$ cat src/rtl/multdiv_seq_if.sv
// Handshake and data bundle between the execute-stage control and the iterative
// multiply/divide unit.
interface multdiv_seq_if #(
    parameter int WIDTH = 32
);
    logic [WIDTH-1:0] data_operandA;
    logic [WIDTH-1:0] data_operandB;
    logic             ctrl_MULT;
    logic             ctrl_DIV;
    logic [WIDTH-1:0] data_result;
    logic             data_exception;
    logic             data_resultRDY;
    logic             busy;

    modport master (
        output data_operandA, data_operandB, ctrl_MULT, ctrl_DIV,
        input  data_result, data_exception, data_resultRDY, busy
    );

    modport slave (
        input  data_operandA, data_operandB, ctrl_MULT, ctrl_DIV,
        output data_result, data_exception, data_resultRDY, busy
    );
endinterface

$ cat src/rtl/multdiv_seq.sv
// Iterative signed multiply (shift-add) / divide (restoring) unit, one bit per
// clock on operand magnitudes, with sign and overflow fixed up at completion.
module multdiv_seq #(
    parameter int WIDTH = 32
) (
    input  logic          clock,
    input  logic          reset,
    multdiv_seq_if.slave  bus
);
    localparam int CW = $clog2(WIDTH);
    localparam logic [2*WIDTH-1:0] MIN_MAG = {{WIDTH{1'b0}}, 1'b1, {(WIDTH-1){1'b0}}};

    typedef enum logic [1:0] {S_IDLE, S_MULT, S_DIV, S_DONE} state_t;

    state_t           r_state, w_state_nxt;
    logic [CW-1:0]    r_cnt, w_cnt_nxt;
    // r_hi/r_lo hold {partial product, multiplier} or {remainder, dividend/quotient}
    logic [WIDTH-1:0] r_hi, r_lo, r_opb, w_hi_nxt, w_lo_nxt, w_opb_nxt;
    logic             r_sign, r_dz, w_sign_nxt, w_dz_nxt;
    logic [WIDTH-1:0] r_result, w_result_nxt;
    logic             r_ex, r_rdy, r_busy, w_ex_nxt, w_rdy_nxt, w_busy_nxt;

    logic [WIDTH:0]     w_mul_sum;
    logic [2*WIDTH-1:0] w_mul_prod, w_mul_signed;
    logic               w_mul_ovf;
    logic [WIDTH:0]     w_div_sh, w_div_sub;
    logic               w_div_ge;
    logic [WIDTH-1:0]   w_div_rem, w_div_quo, w_div_signed;
    logic               w_last;

    // Widened by one bit so that the most negative value negates without wrap.
    function automatic logic [WIDTH-1:0] magnitude(input logic [WIDTH-1:0] v);
        logic [WIDTH:0] ext;
        ext = {v[WIDTH-1], v};
        if (v[WIDTH-1]) ext = -ext;
        return ext[WIDTH-1:0];
    endfunction

    assign w_mul_sum    = {1'b0, r_hi} + (r_lo[0] ? {1'b0, r_opb} : '0);
    assign w_mul_prod   = {w_mul_sum, r_lo[WIDTH-1:1]};
    assign w_mul_signed = r_sign ? -w_mul_prod : w_mul_prod;
    assign w_mul_ovf    = r_sign ? (w_mul_prod > MIN_MAG) : (w_mul_prod >= MIN_MAG);

    assign w_div_sh     = {r_hi, r_lo[WIDTH-1]};
    assign w_div_ge     = w_div_sh >= {1'b0, r_opb};
    assign w_div_sub    = w_div_sh - {1'b0, r_opb};
    assign w_div_rem    = w_div_ge ? w_div_sub[WIDTH-1:0] : w_div_sh[WIDTH-1:0];
    assign w_div_quo    = {r_lo[WIDTH-2:0], w_div_ge};
    assign w_div_signed = r_sign ? -w_div_quo : w_div_quo;

    assign w_last = (r_cnt == CW'(WIDTH - 1));

    // NOTE: every output of this block gets a default first so no path can infer a latch.
    always_comb begin
        w_state_nxt  = r_state;
        w_cnt_nxt    = r_cnt;
        w_hi_nxt     = r_hi;
        w_lo_nxt     = r_lo;
        w_opb_nxt    = r_opb;
        w_sign_nxt   = r_sign;
        w_dz_nxt     = r_dz;
        w_result_nxt = r_result;
        w_ex_nxt     = r_ex;
        w_rdy_nxt    = 1'b0;
        w_busy_nxt   = r_busy;

        unique case (r_state)
            S_IDLE: begin
                if (bus.ctrl_MULT ^ bus.ctrl_DIV) begin
                    w_cnt_nxt  = '0;
                    w_hi_nxt   = '0;
                    w_sign_nxt = bus.data_operandA[WIDTH-1] ^ bus.data_operandB[WIDTH-1];
                    w_busy_nxt = 1'b1;
                    if (bus.ctrl_MULT) begin
                        w_lo_nxt    = magnitude(bus.data_operandB);
                        w_opb_nxt   = magnitude(bus.data_operandA);
                        w_dz_nxt    = 1'b0;
                        w_state_nxt = S_MULT;
                    end else begin
                        w_lo_nxt    = magnitude(bus.data_operandA);
                        w_opb_nxt   = magnitude(bus.data_operandB);
                        w_dz_nxt    = (bus.data_operandB == '0);
                        w_state_nxt = S_DIV;
                    end
                end
            end
            S_MULT: begin
                {w_hi_nxt, w_lo_nxt} = w_mul_prod;
                w_cnt_nxt            = r_cnt + CW'(1);
                if (w_last) begin
                    w_result_nxt = w_mul_signed[WIDTH-1:0];
                    w_ex_nxt     = w_mul_ovf;
                    w_rdy_nxt    = 1'b1;
                    w_state_nxt  = S_DONE;
                end
            end
            S_DIV: begin
                if (r_dz) begin
                    w_result_nxt = '0;
                    w_ex_nxt     = 1'b1;
                    w_rdy_nxt    = 1'b1;
                    w_state_nxt  = S_DONE;
                end else begin
                    w_hi_nxt  = w_div_rem;
                    w_lo_nxt  = w_div_quo;
                    w_cnt_nxt = r_cnt + CW'(1);
                    if (w_last) begin
                        // Only -2^31 / -1 yields a positive quotient with the top bit set.
                        w_result_nxt = w_div_signed;
                        w_ex_nxt     = !r_sign && w_div_quo[WIDTH-1];
                        w_rdy_nxt    = 1'b1;
                        w_state_nxt  = S_DONE;
                    end
                end
            end
            S_DONE: begin
                w_busy_nxt  = 1'b0;
                w_state_nxt = S_IDLE;
            end
            default: w_state_nxt = S_IDLE;
        endcase
    end

    // NOTE: sequential state uses non-blocking assignments so all registers update together.
    always_ff @(posedge clock) begin
        if (reset) begin
            r_state  <= S_IDLE;
            r_cnt    <= '0;
            r_hi     <= '0;
            r_lo     <= '0;
            r_opb    <= '0;
            r_sign   <= 1'b0;
            r_dz     <= 1'b0;
            r_result <= '0;
            r_ex     <= 1'b0;
            r_rdy    <= 1'b0;
            r_busy   <= 1'b0;
        end else begin
            r_state  <= w_state_nxt;
            r_cnt    <= w_cnt_nxt;
            r_hi     <= w_hi_nxt;
            r_lo     <= w_lo_nxt;
            r_opb    <= w_opb_nxt;
            r_sign   <= w_sign_nxt;
            r_dz     <= w_dz_nxt;
            r_result <= w_result_nxt;
            r_ex     <= w_ex_nxt;
            r_rdy    <= w_rdy_nxt;
            r_busy   <= w_busy_nxt;
        end
    end

    assign bus.data_result    = r_result;
    assign bus.data_exception = r_ex;
    assign bus.data_resultRDY = r_rdy;
    assign bus.busy           = r_busy;
endmodule

$ cat src/flat_wrapper.sv
// flat-port wrapper written by rule: the top's interface ports become plain ports
module multdiv_seq_flat 
#(
    parameter int WIDTH = 32
)
  (clock, reset, bus_data_operandA, bus_data_operandB, bus_ctrl_MULT, bus_ctrl_DIV, bus_data_result, bus_data_exception, bus_data_resultRDY, bus_busy);
  multdiv_seq_if #(.WIDTH(WIDTH)) bus_i ();
  input  logic clock;
  input  logic reset;
  input wire logic [$bits(bus_i.data_operandA)-1:0] bus_data_operandA;
  input wire logic [$bits(bus_i.data_operandB)-1:0] bus_data_operandB;
  input wire logic [$bits(bus_i.ctrl_MULT)-1:0] bus_ctrl_MULT;
  input wire logic [$bits(bus_i.ctrl_DIV)-1:0] bus_ctrl_DIV;
  output wire logic [$bits(bus_i.data_result)-1:0] bus_data_result;
  output wire logic [$bits(bus_i.data_exception)-1:0] bus_data_exception;
  output wire logic [$bits(bus_i.data_resultRDY)-1:0] bus_data_resultRDY;
  output wire logic [$bits(bus_i.busy)-1:0] bus_busy;
  assign bus_i.data_operandA = bus_data_operandA;
  assign bus_i.data_operandB = bus_data_operandB;
  assign bus_i.ctrl_MULT = bus_ctrl_MULT;
  assign bus_i.ctrl_DIV = bus_ctrl_DIV;
  assign bus_data_result = bus_i.data_result;
  assign bus_data_exception = bus_i.data_exception;
  assign bus_data_resultRDY = bus_i.data_resultRDY;
  assign bus_busy = bus_i.busy;
  multdiv_seq #(.WIDTH(WIDTH)) u_core (.clock(clock), .reset(reset), .bus(bus_i));
endmodule
$ cat config.mk
export PLATFORM = sky130hd
export DESIGN_NAME = multdiv_seq_flat
export DESIGN_NICKNAME = d
export VERILOG_FILES = /design/src/rtl/multdiv_seq_if.sv /design/src/rtl/multdiv_seq.sv /design/src/flat_wrapper.sv
export SDC_FILE = /design/constraint.sdc
export NUM_CORES = 1
export LEC_CHECK = 0
export CAP_MARGIN = 15
export CELL_PAD_IN_SITES_DETAIL_PLACEMENT = 0
export CELL_PAD_IN_SITES_GLOBAL_PLACEMENT = 1
export CORE_UTILIZATION = 45
export DETAILED_ROUTE_END_ITERATION = 12
export DONT_BUFFER_PORTS = 1
export HOLD_SLACK_MARGIN = 0.03
export PLACE_DENSITY = 0.84
export SETUP_SLACK_MARGIN = 0.4
export SYNTH_ARGS = -nofsm -noshare
export SYNTH_HDL_FRONTEND = slang
export SYNTH_SLANG_ARGS = --single-unit
$ cat constraint.sdc
create_clock -name clock -period 8.99 [get_ports clock]
set_input_delay 1.3485 -clock clock [delete_from_list [all_inputs] [get_ports clock]]
set_output_delay 1.3485 -clock clock [all_outputs]
set_load 0.02 [all_outputs]
### Yosys cells after proc, flatten, opt, wreduce, memory -nomap -nowiden

Index checks and enable logic that the tools add are counted.

| word-level totals | value |
|---|---|
| flip-flop bits (word level) | 140 |
| output and inout port bits | 35 |

| cells by class | value |
|---|---|
| multiplexer cells | 37 |
| equality and inequality tests | 8 |
| order comparisons | 3 |
| $add $sub $neg | 7 |
| bitwise gates (word level) | 2 |
| reduce and logical (&&, ||, !) cells | 11 |

Operator list:

| operator | count |
|---|---|
| $mux 32 | 15 |
| $pmux 32 s3 | 2 |
| $neg 32->32 | 4 |
| $ge 64x32->1 const B | 1 |
| $gt 64x32->1 const B | 1 |
| $pmux 32 s2 | 1 |
| $add 32x32->33 | 1 |
| $ge 33x32->1 | 1 |
| $logic_not 32->1 | 1 |
| $sub 32x32->32 | 1 |
| $pmux 5 s3 | 1 |
| $mux 5 | 2 |
| $mux 1 | 8 |
| $mux 2 | 4 |
| $pmux 2 s4 | 1 |
| $pmux 1 s2 | 3 |
| $reduce_and 3->1 | 2 |
| $add 5x1->5 const B | 1 |
| $eq 5x5->1 const B | 1 |
| $eq 2x2->1 const B | 2 |
| $ne 2x1->1 const B | 2 |
| $reduce_and 2->1 | 2 |
| $reduce_bool 2->1 | 2 |
| $ne 3x1->1 const B | 1 |
| 7 further kinds | 8 |

### Longest topological paths before layout

| depth | value |
|---|---|
| depth after elaboration | 6 |
| mapped depth | 19 |
| depth with buffers taken out | 17 |

### Least setup slack after synthesis

Ideal clock, no wire load.

| path | value |
|---|---|
| kind | input port to flip-flop |
| start | in bus_data_operandB[4] |
| end | reg u_core.r_lo[27] |
| library setup time | 0.120 ns |
| data required time | 8.870 ns |
| data arrival time | 3.523 ns |
| slack | 5.347 ns |
| path buffers | 0 |
| stages on the path | 9 |
| cells stage by stage | or4_1 nor4_1 nand3_1 nor4_1 a21boi_0 xor2_1 o21a_1 a211oi_1 nor2_1 |

| between the ends | value |
|---|---|
| longest elaborated chain between the ends | 5 |

RTL lines:

| what | RTL line | text |
|---|---|---|
| start: declaration | flat_wrapper.sv:11 | `input wire logic [$bits(bus_i.data_operandB)-1:0] bus_data_operandB;` |
| $neg 32->32 | multdiv_seq.sv:35 | `if (v[WIDTH-1]) ext = -ext;` |
| $mux 32 | multdiv_seq.sv:35 |  |
| $mux 32 | multdiv_seq.sv:74 | `if (bus.ctrl_MULT) begin` |
| $mux 32 | multdiv_seq.sv:69 | `if (bus.ctrl_MULT ^ bus.ctrl_DIV) begin` |
| $pmux 32 s3 | multdiv_seq.sv:67 | `unique case (r_state)` |
| end signal: assignment | multdiv_seq.sv:142 | `r_lo <= w_lo_nxt;` |
| end: declaration | multdiv_seq.sv:18 | `logic [WIDTH-1:0] r_hi, r_lo, r_opb, w_hi_nxt, w_lo_nxt, w_opb_nxt;` |

No other way between the ends. The select of a mux whose other input is x is not followed.
A chain may end at the register's enable or synchronous reset.

### Worst setup path after layout

| path | value |
|---|---|
| start | reg u_core.r_lo[0] |
| end | reg u_core.r_ex, in the netlist u_core.bus.data_exception |

| between the ends | value |
|---|---|
| longest elaborated chain between the ends | 6 |

RTL lines:

| what | RTL line | text |
|---|---|---|
| $mux 32 (*) | multdiv_seq.sv:39 | `assign w_mul_sum = {1'b0, r_hi} + (r_lo[0] ? {1'b0, r_opb} : '0);` |
| $add 32x32->33 (*) | multdiv_seq.sv:39 |  |
| $ge 64x32->1 / $gt 64x32->1 (equally long branches) | multdiv_seq.sv:42 | `assign w_mul_ovf = r_sign ? (w_mul_prod > MIN_MAG) : (w_mul_prod >= MIN_MAG);` |
| $mux 1 (*) | multdiv_seq.sv:42 |  |
| $mux 1 (*) | multdiv_seq.sv:90 | `if (w_last) begin` |
| $pmux 1 s2 (*) | multdiv_seq.sv:67 |  |
| end signal: assignment | multdiv_seq.sv:147 | `r_ex <= w_ex_nxt;` |
| end: declaration | multdiv_seq.sv:21 | `logic r_ex, r_rdy, r_busy, w_ex_nxt, w_rdy_nxt, w_busy_nxt;` |

Every way passes the cells marked *; elsewhere a longest branch is shown, timed or not. The select of a mux whose other input is x is not followed.

==> impl_metrics.tcl <==
set metrics [dict create \
    grt_max_degree 83 \
    syn_to_final_growth_pct 5.36 \
    rows 61 \
    finalSetupViolCount 0 \
    cts_buffers 17 \
    n_antenna_cell 0 \
    die_y_um 172 \
    pin_count 103 \
    cts_tree "done" \
    critPathArrivalTime_ns 5.04 \
    vias 13293 \
    synth-main-ff-cell "dfxtp_1" \
    dpl.hpwl_um 32800 \
    ys_types 76 \
    drc 0 \
    clkPwrFrac 0.190 \
    gr-total-overflow 0 \
    leakage_nw 5.16 \
    fmax_mhz 212 \
    routedWlPerCell_um 20.8 \
    antenna_found_initial 0 \
    synth_top_area_cell "dfxtp_1" \
    hold_viol_final 0 \
    syn_nets 1953 \
    slew_violations 0 \
    drt_wl_total_um 43800 \
    sequentialPowerShare 0.270 \
    ir_drop_mv 0.279 \
    p_total_w 0.00406 \
    initial_utilization 0.461 \
    synth.avg_cell_area_um2 7.16 \
    portBuffers 0 \
    dieArea_um2 29500 \
    ys_seq_area_frac 0.216 \
    worst_slew_pin_slew_ns 1.21 \
    htreeDepth 4 \
    clock_sink_count 140 \
    required_ns 9.31 \
    drive_gt1_frac 0.0424 \
    grt_first_pass_wirelength_um 68600 \
    power.density_nw_per_um2 297 \
    synth_warnings 0 \
    nNetsFinal 1854 \
    maxCapViolations 0 \
    ant_nets 0 \
    synth_top_area_frac 0.216 \
    post_cts_buffers 0 \
    holdWs_ns 0.461 \
    cp_max_fo 22 \
    min_period_over_period 0.524 \
    rsz0062_at_grt "no" \
    fin_util 0.486 \
    root_buffer "clkbuf_16" \
    outcome "complete, no violations" \
    grt_util_all_layers 0.300 \
    finClkSkew_ns 0.00986 \
    cp-start-kind "flip-flop" \
    max_slew_margin 0.191 \
    comb_power_share 0.540 \
    die_w_um 172 \
    via_per_inst 6.33 \
    synthArstFlopShare 0 \
    drt_iter0_drc 1293 \
    layout_setup_ws_ns 4.28 \
    fin_tns_setup_ns 0 \
    syn_area_um2 13000 \
    worstSetupPathType "flip-flop to flip-flop" \
    swShare 0.502 \
    core-area_um2 28100 \
    cp-end-kind "flip-flop" \
    p_int_w 0.00202 \
    synthTopCellsByArea "dfxtp_1, ha_1, a21oi_1" \
    clock_latency_ns 0.43 \
    syn_inst 1809 \
    clk_pin_slew_ns 0.06 \
    period_needed_ns 4.71 \
    cts_buffer_depth 2 \
    p_sw_w 0.00204 \
    gp_congestion 0.932 \
    synth_edf_count 0 \
    synth_seq_cells 140 \
    ctsHoldBuffers 0 \
    hold_class "flip-flop to flip-flop" \
    grt_pass1_vias 12012 \
    place_ws_ns 4.34 \
    dr.pass1.iters 7 \
    cts_resized 0 \
]
-- layout make-up --
cell class | count | area [um2]
Fill cell | 2899 | 14400
Multi-Input combinational cell | 1466 | 9380
Sequential cell | 140 | 2800
Tap cell | 378 | 473
Clock buffer | 20 | 437
Inverter | 73 | 274
Clock inverter | 12 | 188
Timing Repair Buffer | 12 | 90.1
-- registers in the layout, indices dropped and copies added, names as in the netlist --
signal / cells
u_core.bus.data_exception: 1
u_core.r_state: 2
u_core.r_dz: 1
u_core.bus.busy: 1
u_core.r_hi: 32
u_core.r_lo: 32
u_core.bus.data_result: 32
u_core.r_sign: 1
u_core.bus.data_resultRDY: 1
u_core.r_cnt: 5
u_core.r_opb: 32
-- power groups by stage --
stage	combinational (W)	clock (W)	sequential, W
2_1_floorplan	0.00175	0	0.000909
3_3_place_gp	0.00213	0	0.00109
3_5_place_dp	0.00214	0	0.00109
4_1_cts	0.00216	0.000772	0.00108
5_1_grt	0.00240	0.000795	0.00111
6_report	0.00219	0.000769	0.00110
-- Yosys cell counts (all sizes together) (12+ instances only) --
library cell  count
nand4            12
nor2b            13
a211oi           42
o221ai           29
nor4             15
a21o             21
a22o             16
or3              22
o21a             20
o211ai           27
ha               74
nand2b           15
inv              71
a22oi            15
buf              17
xor2             96
o21ai           160
mux2i            19
a21oi           175
nand2           160
nand3            31
dfxtp           140
nor2            209
xnor2            68
nor3             36
clkbuf          113
o31ai            29
-- worst max-delay path, stage by stage, from the launching register on --
cell and delay [ns]:
dfxtp_1 0.66, inv_1 0.40, buf_4 0.34, nor2_1 0.16, ha_1 0.33, a21oi_1 0.30
o21ai_0 0.14, a311oi_1 0.29, nand3_1 0.20, o31ai_1 0.60, or2_2 0.27, o31ai_1 0.12
xor2_1 0.18, or3_1 0.33, o31a_1 0.29
-- routing by layer --
metal	GRT usage	vias to the layer above	wire [um]
met3	0.0389	63	3060
li1	-	6387	-
met2	0.456	524	19000
met5	0	-	0
met1	0.430	6319	20600
met4	0.102	0	1160
-- path summary, 6_finish.rpt --
check                                      start  slack [ns]  depth (start not counted)                         to
worst max-delay path              u_core.r_lo[0]        4.28                         14  u_core.bus.data_exception
worst min-delay path            u_core.r_opb[12]        0.46                          2           u_core.r_opb[12]
worst max register to register    u_core.r_lo[0]        4.28                         14  u_core.bus.data_exception
worst min register to register  u_core.r_opb[12]        0.46                          2           u_core.r_opb[12]
-- through the flow --
step,cell area [um2],std cells
CTS,13600,2101
finish,13600,2101
global route,13600,2101
global placement,13000,2069
detailed placement,13000,2069
floorplan,13000,1809
-- cells in the final DEF (no fill, tap or decap), types with 42 or more instances in the layout --
cell      count
ha_1         73
nor2_1      208
a21oi_1     175
xor2_1       96
nand2_1     160
xnor2_1      68
dfxtp_1     140
inv_1        70
a211oi_1     42
o21ai_0     157
-- cells by family (layout without fill, tap and decap cells) --
| kind of cell | after synthesis | after routing | synth area share |
|---|---|---|---|
| AOI/OAI and AO/OA | 642 | 642 | 0.323 |
| and+or+nand+nor | 564 | 564 | 0.199 |
| buffers and inverters | 203 | 117 | 0.0603 |
| xor gates and xnor gates | 164 | 164 | 0.111 |
| DFF | 140 | 140 | 0.216 |
| adders and majority gates | 76 | 76 | 0.0746 |
| muxes | 20 | 20 | 0.0156 |
Note: power is estimated with default switching activity, not from simulation.
